`src/rtl/int2bcd_if.sv`:
```
// Handshake/result bundle for the sequential binary-to-BCD converter.
//   start   : controller requests a conversion (honoured only while ready=1)
//   data_in : unsigned binary value, captured when start is accepted
//   ready   : converter idle, start accepted this cycle
//   done    : one-cycle pulse, data_h/data_l/ovf just updated
//   data_h  : tens digit (BCD)
//   data_l  : units digit (BCD)
//   ovf     : last converted value was above 99
// master = controller side, slave = converter side.
interface int2bcd_if #(
   parameter int IN_W = 7
);
   logic            start;
   logic [IN_W-1:0] data_in;
   logic            ready;
   logic            done;
   logic [3:0]      data_h;
   logic [3:0]      data_l;
   logic            ovf;

   modport master (output start, data_in, input ready, done, data_h, data_l, ovf);
   modport slave  (input start, data_in, output ready, done, data_h, data_l, ovf);
endinterface

```
`src/rtl/int2bcd_seq.sv`:
```
// Sequential binary-to-BCD converter (shift-add-3), one input bit per clock.
// Converts an IN_W-bit unsigned value into tens/units BCD digits plus an
// overflow flag for values above 99.
//   clk : rising-edge clock
//   rst : synchronous reset, active-high
//   bus : int2bcd_if slave port (start/data_in in, ready/done/data_h/data_l/ovf out)
// Timing: IDLE (accept) -> IN_W x SHIFT -> DONE (done=1) -> IDLE.
module int2bcd_seq #(
   parameter int IN_W = 7
) (
   input  logic      clk,
   input  logic      rst,
   int2bcd_if.slave  bus
);
   localparam int SR_W = 12 + IN_W;          // {hund, tens, units, bin}
   localparam int CW   = $clog2(IN_W + 1);

   typedef enum logic [1:0] {IDLE, SHIFT, DONE} state_t;

   state_t          state, state_nxt;
   logic [SR_W-1:0] sr, sr_adj, sr_shl;
   logic [CW-1:0]   cnt;
   logic            last;
   logic            ready_c, done_c;
   logic [3:0]      data_h_q, data_l_q;
   logic            ovf_q;

   // Add-3 correction on every BCD nibble >= 5, then shift the whole register.
   always_comb begin
      sr_adj = sr;
      for (int i = 0; i < 3; i++) begin
         if (sr[IN_W + 4*i +: 4] >= 4'd5)
            sr_adj[IN_W + 4*i +: 4] = sr[IN_W + 4*i +: 4] + 4'd3;
      end
   end

   assign sr_shl = {sr_adj[SR_W-2:0], 1'b0};
   assign last   = (cnt == CW'(1));

   always_ff @(posedge clk) begin
      if (rst) state <= IDLE;
      else     state <= state_nxt;
   end

   always_comb begin
      state_nxt = state;
      ready_c   = 1'b0;
      done_c    = 1'b0;
      case (state)
         IDLE: begin
            ready_c = 1'b1;
            if (bus.start) state_nxt = SHIFT;
         end
         SHIFT: if (last) state_nxt = DONE;
         DONE: begin
            done_c    = 1'b1;
            state_nxt = IDLE;
         end
         default: state_nxt = IDLE;
      endcase
   end

   always_ff @(posedge clk) begin
      if (rst) begin
         sr       <= '0;
         cnt      <= '0;
         data_h_q <= 4'd0;
         data_l_q <= 4'd0;
         ovf_q    <= 1'b0;
      end else begin
         case (state)
            IDLE: if (bus.start) begin
               sr  <= {12'd0, bus.data_in};
               cnt <= CW'(IN_W);
            end
            SHIFT: begin
               sr  <= sr_shl;
               cnt <= cnt - CW'(1);
               // Results are taken from the final shifted value so they are
               // already stable during the DONE cycle.
               if (last) begin
                  data_l_q <= sr_shl[IN_W     +: 4];
                  data_h_q <= sr_shl[IN_W + 4 +: 4];
                  ovf_q    <= (sr_shl[IN_W + 8 +: 4] != 4'd0);
               end
            end
            default: ;
         endcase
      end
   end

   assign bus.ready  = ready_c;
   assign bus.done   = done_c;
   assign bus.data_h = data_h_q;
   assign bus.data_l = data_l_q;
   assign bus.ovf    = ovf_q;
endmodule

```
`src/flat_wrapper.sv`:
```
// flat-port wrapper written by rule: the top's interface ports become plain ports
module int2bcd_seq_flat 
#(
   parameter int IN_W = 7
)
  (clk, rst, bus_start, bus_data_in, bus_ready, bus_done, bus_data_h, bus_data_l, bus_ovf);
  int2bcd_if #(.IN_W(IN_W)) bus_i ();
  input  logic clk;
  input  logic rst;
  input wire logic [$bits(bus_i.start)-1:0] bus_start;
  input wire logic [$bits(bus_i.data_in)-1:0] bus_data_in;
  output wire logic [$bits(bus_i.ready)-1:0] bus_ready;
  output wire logic [$bits(bus_i.done)-1:0] bus_done;
  output wire logic [$bits(bus_i.data_h)-1:0] bus_data_h;
  output wire logic [$bits(bus_i.data_l)-1:0] bus_data_l;
  output wire logic [$bits(bus_i.ovf)-1:0] bus_ovf;
  assign bus_i.start = bus_start;
  assign bus_i.data_in = bus_data_in;
  assign bus_ready = bus_i.ready;
  assign bus_done = bus_i.done;
  assign bus_data_h = bus_i.data_h;
  assign bus_data_l = bus_i.data_l;
  assign bus_ovf = bus_i.ovf;
  int2bcd_seq #(.IN_W(IN_W)) u_core (.clk(clk), .rst(rst), .bus(bus_i));
endmodule
```
`config.mk`:
```
export PLATFORM = sky130hd
export DESIGN_NAME = int2bcd_seq_flat
export DESIGN_NICKNAME = d
export VERILOG_FILES = /design/src/rtl/int2bcd_if.sv /design/src/rtl/int2bcd_seq.sv /design/src/flat_wrapper.sv
export SDC_FILE = /design/constraint.sdc
export NUM_CORES = 1
export LEC_CHECK = 0
export CAP_MARGIN = 0
export CORE_MARGIN = 3
export CORE_UTILIZATION = 45
export CTS_CLUSTER_DIAMETER = 120
export DETAILED_ROUTE_END_ITERATION = 10
export HOLD_SLACK_MARGIN = 0.05
export PLACE_DENSITY = 0.75
export SYNTH_ARGS = -nofsm -noshare
export SYNTH_HDL_FRONTEND = slang
export SYNTH_SLANG_ARGS = --single-unit
```
`constraint.sdc`:
```
create_clock -name clk -period 1.9 [get_ports clk]
set_clock_uncertainty 0.05 [all_clocks]
set_input_delay 0.19 -clock clk [delete_from_list [all_inputs] [get_ports clk]]
set_output_delay 0.19 -clock clk [all_outputs]
set_load 0.05 [all_outputs]
```
Word level (Yosys, flattened, before mapping)
Index checks and enable logic that the tools add are counted.
- $add $sub $neg: 4
- equality and inequality tests: 5
- multiplexer cells: 12
- reduce and logical (&&, ||, !) cells: 6
- order comparisons: 3
- operators with widths (kind ; count):
    $pmux W19 S2 ; 1
    $mux W19 ; 1
    $ge A4 B3 Y1 const B ; 3
    $add A4 B2 Y4 const B ; 2
    $mux W4 ; 2
    $mux W3 ; 2
    $pmux W3 S2 ; 1
    $reduce_and A2 Y1 ; 3
    $mux W2 ; 2
    $pmux W2 S2 ; 1
    $reduce_bool A4 Y1 ; 1
    $add A3 B2 Y3 const B ; 1
    $eq A3 B1 Y1 const B ; 1
    $sub A3 B1 Y3 const B ; 1
    $eq A2 B1 Y1 const B ; 1
    $eq A2 B2 Y1 const B ; 1
    $logic_not A2 Y1 ; 1
    $mux W1 ; 2
    $ne A2 B1 Y1 const B ; 1
    $ne A2 B2 Y1 const B ; 1
    $reduce_bool A2 Y1 ; 1
- logic and storage cells: 36
- bits in registers: 33
- output and inout port bits: 11

Longest topological paths before layout
- depth after elaboration: 3
- mapped depth: 6
- mapped depth without buffers: 6

Worst setup path before layout
Ideal clock, no wire load.
- path kind: reg-to-output
- start: register u_core.state[1]
- end: output port bus_done
- path slack: 0.326 ns
- arrival: 1.334 ns
- buffers on the path: 2
- data required time: 1.660 ns
- cell stages (with the launch flop): 4
- cell sequence: dfxtp_1 -> buf_4 -> buf_2 -> nor2b_1
- cells in the longest elaborated chain, start to end: 2
- RTL lines (what ; RTL line ; text):
    start, declared ; int2bcd_seq.sv:20 ; state_t state, state_nxt;
    start signal, assigned ; int2bcd_seq.sv:42 ; else state <= state_nxt;
    $eq A2 B2 Y1 ; int2bcd_seq.sv:49 ; case (state)
    $mux W1 ; int2bcd_seq.sv:49 ;
    end, declared ; flat_wrapper.sv:13 ; output wire logic [$bits(bus_i.done)-1:0] bus_done;
Every way passes these cells.

Final worst setup path
- start: register u_core.data_l_q[2], in the netlist u_core.bus.data_l[2]
- end: output port bus_data_l[2]
- RTL lines (what ; RTL line ; text):
    start, declared ; int2bcd_seq.sv:25 ; logic [3:0] data_h_q, data_l_q;
    start signal, assigned ; int2bcd_seq.sv:82 ; data_l_q <= sr_shl[IN_W +: 4];
    end, declared ; flat_wrapper.sv:15 ; output wire logic [$bits(bus_i.data_l)-1:0] bus_data_l;
No word-level cell between the ends.

==> flow_summary.rst <==
.. list-table::
   :header-rows: 1

   * - Metric
     - Value
   * - Run status
     - complete, no violations
   * - Half-perimeter wire length after placement
     - 2.40 mm
   * - IO Count
     - 21
   * - Area of all sequential standard cells
     - 661 um2
   * - Largest driver fanout on the critical path
     - 2
   * - DR vias
     - 1,415
   * - DR DRC count
     - 0
   * - Maximum number of pins on one net before global-route repair
     - 18
   * - Htree depth
     - 2
   * - Share of post-route cells with drive strength above 1
     - 11.3%
   * - Die Footprint
     - 4540 um2
   * - Leak Pwr
     - 0.746 nW
   * - Arrival time at the worst endpoint
     - 1.43 ns
   * - Minimum setup slack among reg-to-reg paths
     - 0.25 ns
   * - Met3 wirelength from detailed routing
     - 115 um
   * - Area used by multi-input combinational logic
     - 901 um2
   * - Crit start category
     - flip-flop
   * - Bufs and invs on worst path
     - 1
   * - Number of cells on the critical path
     - 1
   * - Critical path class
     - flip-flop to output port
   * - Sequential area share after synthesis
     - 39.0%
   * - Wire length the detailed router placed on met1
     - 1.63 mm
   * - Clock root buffer
     - sky130_fd_sc_hd__clkbuf_8
   * - Endpoint class of the critical path
     - output port
   * - Drt wl/cell
     - 12.6 um
   * - Wire length of the first global-routing pass
     - 5.70 mm
   * - Final Hold Violating Endpoints
     - 0
   * - Antenna violations before repair
     - 0
   * - Number of clock sinks
     - 33
   * - Uppermost metal layer occupied by signal nets
     - met4
   * - Global route total overflow
     - 0
   * - Routability cong.
     - 0.805
   * - Count of port buffers added during placement
     - 20
   * - Ant diodes
     - 0
   * - Detail Route Antenna Nets
     - 0
   * - RSZ-0062 raised after global routing
     - false
   * - Count of final setup violators
     - 0
   * - Post-CTS resize count
     - 0
   * - Post-Place Worst Slack
     - 0.255 ns
   * - Cell at the slowest stage of the critical path
     - sky130_fd_sc_hd__clkdlybuf4s50_1
   * - Number of warnings reported in the yosys synthesis log
     - 0
   * - Maximum clock path buffer count
     - 2
   * - Height of the die
     - 67.4 um
   * - Cell area after technology mapping
     - 1690 um2
   * - Worst stage delay on the critical path
     - 0.81 ns
   * - CP startpoint
     - u_core.bus.data_l[2]$_SDFFE_PP0P_
   * - Sequence of cells on the critical path
     - clkdlybuf4s50_1
   * - Reg2reg start
     - u_core.sr[7]$_SDFFE_PP0P_
   * - Data required time of the critical path
     - 1.66 ns
   * - Power density over the cells
     - 730 nW/um2
   * - Slew Limit Fails
     - 0
   * - Via count of the first global-routing pass
     - 1,251
   * - Total met2 wirelength after detailed routing
     - 1.56 mm
   * - Tcrit/Tclk final
     - 87.9%
   * - Worst setup margin
     - 0.231 ns
   * - Mean instance size in the synthesized netlist
     - 8.51 um2
   * - Distinct cell type count after synthesis
     - 38
   * - Fmax
     - 0.599 GHz
   * - Number of flip-flops and latches in the synthesized netlist
     - 33
   * - Reported max-cap violation count
     - 0
   * - First-pass iteration count of the detailed router
     - 4
   * - Max-Slew Margin vs Limit
     - 67.1%
   * - Worst r2r path cells
     - 6
   * - Hold buffers post-CTS
     - 0
   * - Clock period minus worst slack
     - 1.67 ns
   * - Reg-to-reg endpoint
     - u_core.sr[9]$_SDFFE_PP0P_
   * - Slew of the pin with the lowest slew margin
     - 0.492 ns
   * - Drt initial violations
     - 105
   * - GR Util All Layers
     - 16.9%
   * - Initial core utilization
     - 48.8%
   * - Area growth from synthesis to layout
     - 19.4%
   * - Mapped Cells
     - 199
   * - Top Family by Delay on Critical Path
     - buffers and inverters
   * - CTS tree
     - done
   * - Clock slew at reported path FFs
     - 0.06 ns
   * - Classification of the worst-slack hold path
     - flip-flop to flip-flop
   * - Final #Nets
     - 239
   * - Fill count
     - 314
   * - Post-CTS setup buffers
     - 0
   * - Site Rows
     - 21
   * - Standard cell core area
     - 3470 um2
   * - TritonCTS buffer count
     - 5
   * - Fin Setup TNS
     - 0 ns
   * - Skew-Pair Late Insertion Delay
     - 0.28 ns
   * - Worst supply voltage drop on vdd
     - 0.000527 V
   * - Worst setup path endpoint
     - bus_data_l[2]
   * - Horizontal die dimension
     - 67.4 um
   * - Total detailed-routing wirelength
     - 3.36 mm
   * - Via-to-Cell Ratio
     - 5.30
   * - Synthesized Nets
     - 217
-- synthesized netlist by cell type --
cell                         n  area share (%)
sky130_fd_sc_hd__dfxtp_1    33              39
sky130_fd_sc_hd__a21oi_1    18             5.3
sky130_fd_sc_hd__nor2_1     18             4.0
sky130_fd_sc_hd__inv_1      17             3.8
sky130_fd_sc_hd__o21ai_0    16             4.7
sky130_fd_sc_hd__nand3b_1   11             4.9
sky130_fd_sc_hd__ha_1        8             5.9
sky130_fd_sc_hd__nand2_1     7             1.6
sky130_fd_sc_hd__nor3_1      7             2.1
sky130_fd_sc_hd__nand2b_1    6             2.2
sky130_fd_sc_hd__nor3b_1     5             2.2
sky130_fd_sc_hd__buf_2       4             1.2
sky130_fd_sc_hd__o21ai_1     4             1.2
sky130_fd_sc_hd__a211oi_1    3             1.3
sky130_fd_sc_hd__a22oi_1     3             1.3
sky130_fd_sc_hd__clkbuf_1    3            0.66
sky130_fd_sc_hd__mux2_2      3             2.0
sky130_fd_sc_hd__nand3_1     3            0.89
sky130_fd_sc_hd__o22ai_1     3             1.1
sky130_fd_sc_hd__xnor2_1     3             1.6
sky130_fd_sc_hd__a221oi_1    2             1.0
sky130_fd_sc_hd__and2_1      2            0.74
sky130_fd_sc_hd__buf_4       2            0.89
sky130_fd_sc_hd__buf_6       2             1.3
sky130_fd_sc_hd__nor2b_1     2            0.74
sky130_fd_sc_hd__o221a_2     2             1.3
sky130_fd_sc_hd__a2111oi_0   1            0.52
sky130_fd_sc_hd__a211oi_2    1            0.74
sky130_fd_sc_hd__a21oi_2     1            0.52
sky130_fd_sc_hd__a311oi_1    1            0.52
sky130_fd_sc_hd__a31oi_1     1            0.37
sky130_fd_sc_hd__and3_1      1            0.37
sky130_fd_sc_hd__mux2i_1     1            0.59
sky130_fd_sc_hd__nand2b_2    1            0.52
sky130_fd_sc_hd__nand3_4     1             1.0
sky130_fd_sc_hd__nor2b_4     1            0.81
sky130_fd_sc_hd__o21bai_1    1            0.44
sky130_fd_sc_hd__o21bai_2    1            0.66
-- placed cells by master, fill, tap and decap left out, drive strengths merged, types with 3 or more instances in the layout --
master         Yosys  layout
nand3              4       4
nor3b              5       5
nor2b              3       3
clkbuf             3       7
a21oi             19      19
nor3               7       7
a211oi             4       4
o21ai             20      20
dfxtp             33      33
nor2              18      18
buf                8       8
mux2               3       3
ha                 8       8
clkdlybuf4s50      0      18
nand2b             7       7
nand3b            11      11
o22ai              3       3
xnor2              3       3
inv               17      17
nand2              7       7
a22oi              3       3
-- metrics by stage --
| stage | area, um2 | hold slack [ns] | power [mW] | cells | utilization [%] |
|---|---|---|---|---|---|
| floorplan | 1690 | 0.302 | 0.916 | 199 | - |
| CTS | 2020 | 0.420 | 1.50 | 267 | 58.3 |
| finish | 2020 | 0.413 | 1.48 | 267 | 58.3 |
| global placement | 1940 | 0.393 | 0.977 | 260 | 55.8 |
| global route | 2020 | 0.436 | 1.55 | 267 | 58.3 |
| detailed placement | 1940 | 0.411 | 0.979 | 260 | 55.8 |
-- area by class of cell --
| class | instances | area share [%] |
|---|---|---|
| Tap cell | 46 | 2.85 |
| Multi-Input combinational cell | 138 | 44.6 |
| Sequential cell | 33 | 32.7 |
| Timing Repair Buffer | 26 | 12.5 |
| Clock buffer | 7 | 4.27 |
| Inverter | 17 | 3.16 |
-- power breakdown --
part	switching [mW]	total [mW]	internal (mW)	leakage [nW]
combinational	0.129	0.221	0.0922	0.432
sequential	0.0209	0.744	0.723	0.269
clock	0.224	0.510	0.287	0.0443
total	0.374	1.48	1.10	0.746
-- worst min path at each step --
stage | from | end | slack [ns] | cells past startpoint
after global placement | u_core.bus.data_l[0]$_SDFFE_PP0P_ | u_core.bus.data_l[0]$_SDFFE_PP0P_ | 0.39 | 2
final | u_core.bus.data_l[0]$_SDFFE_PP0P_ | u_core.bus.data_l[0]$_SDFFE_PP0P_ | 0.41 | 2
after global routing | u_core.bus.data_l[0]$_SDFFE_PP0P_ | u_core.bus.data_l[0]$_SDFFE_PP0P_ | 0.44 | 2
after CTS | u_core.bus.data_l[0]$_SDFFE_PP0P_ | u_core.bus.data_l[0]$_SDFFE_PP0P_ | 0.42 | 2
after detailed placement | u_core.bus.data_l[0]$_SDFFE_PP0P_ | u_core.bus.data_l[0]$_SDFFE_PP0P_ | 0.41 | 2
after floorplan | rst | u_core.sr[4]$_SDFFE_PP0P_ | 0.30 | 3
-- worst min-delay path: cells and delay by family (launching register included) --
family / cells / cell delay [ns]
DFF: 1 / 0.31
and+or+nand+nor: 1 / 0.05
AOI/OAI and AO/OA: 1 / 0.05
-- routing by layer --
layer	global-route usage [%]	up-vias
li1	-	743
met4	6.08	0
met1	21.4	650
met2	26.6	18
met3	5.66	4
met5	0	-
-- state kept, by name, indices dropped and copies added, names as in the netlist --
register,flops
u_core.bus.data_h,4
u_core.state,2
u_core.bus.ovf,1
u_core.bus.data_l,4
u_core.sr,19
u_core.cnt,3
-- cell families (layout without fill, tap and decap cells) --
| logic type | count (synthesis) | after routing | synth area share [%] |
|---|---|---|---|
| compound gates | 58 | 58 | 21.1 |
| xor+xnor | 3 | 3 | 1.55 |
| fa+ha+maj | 8 | 8 | 5.91 |
| buf+inv | 28 | 50 | 7.83 |
| flops | 33 | 33 | 39.0 |
| mux | 4 | 4 | 2.58 |
| simple gates | 65 | 65 | 22.0 |
No activity file was read; power rests on OpenSTA's default activity.
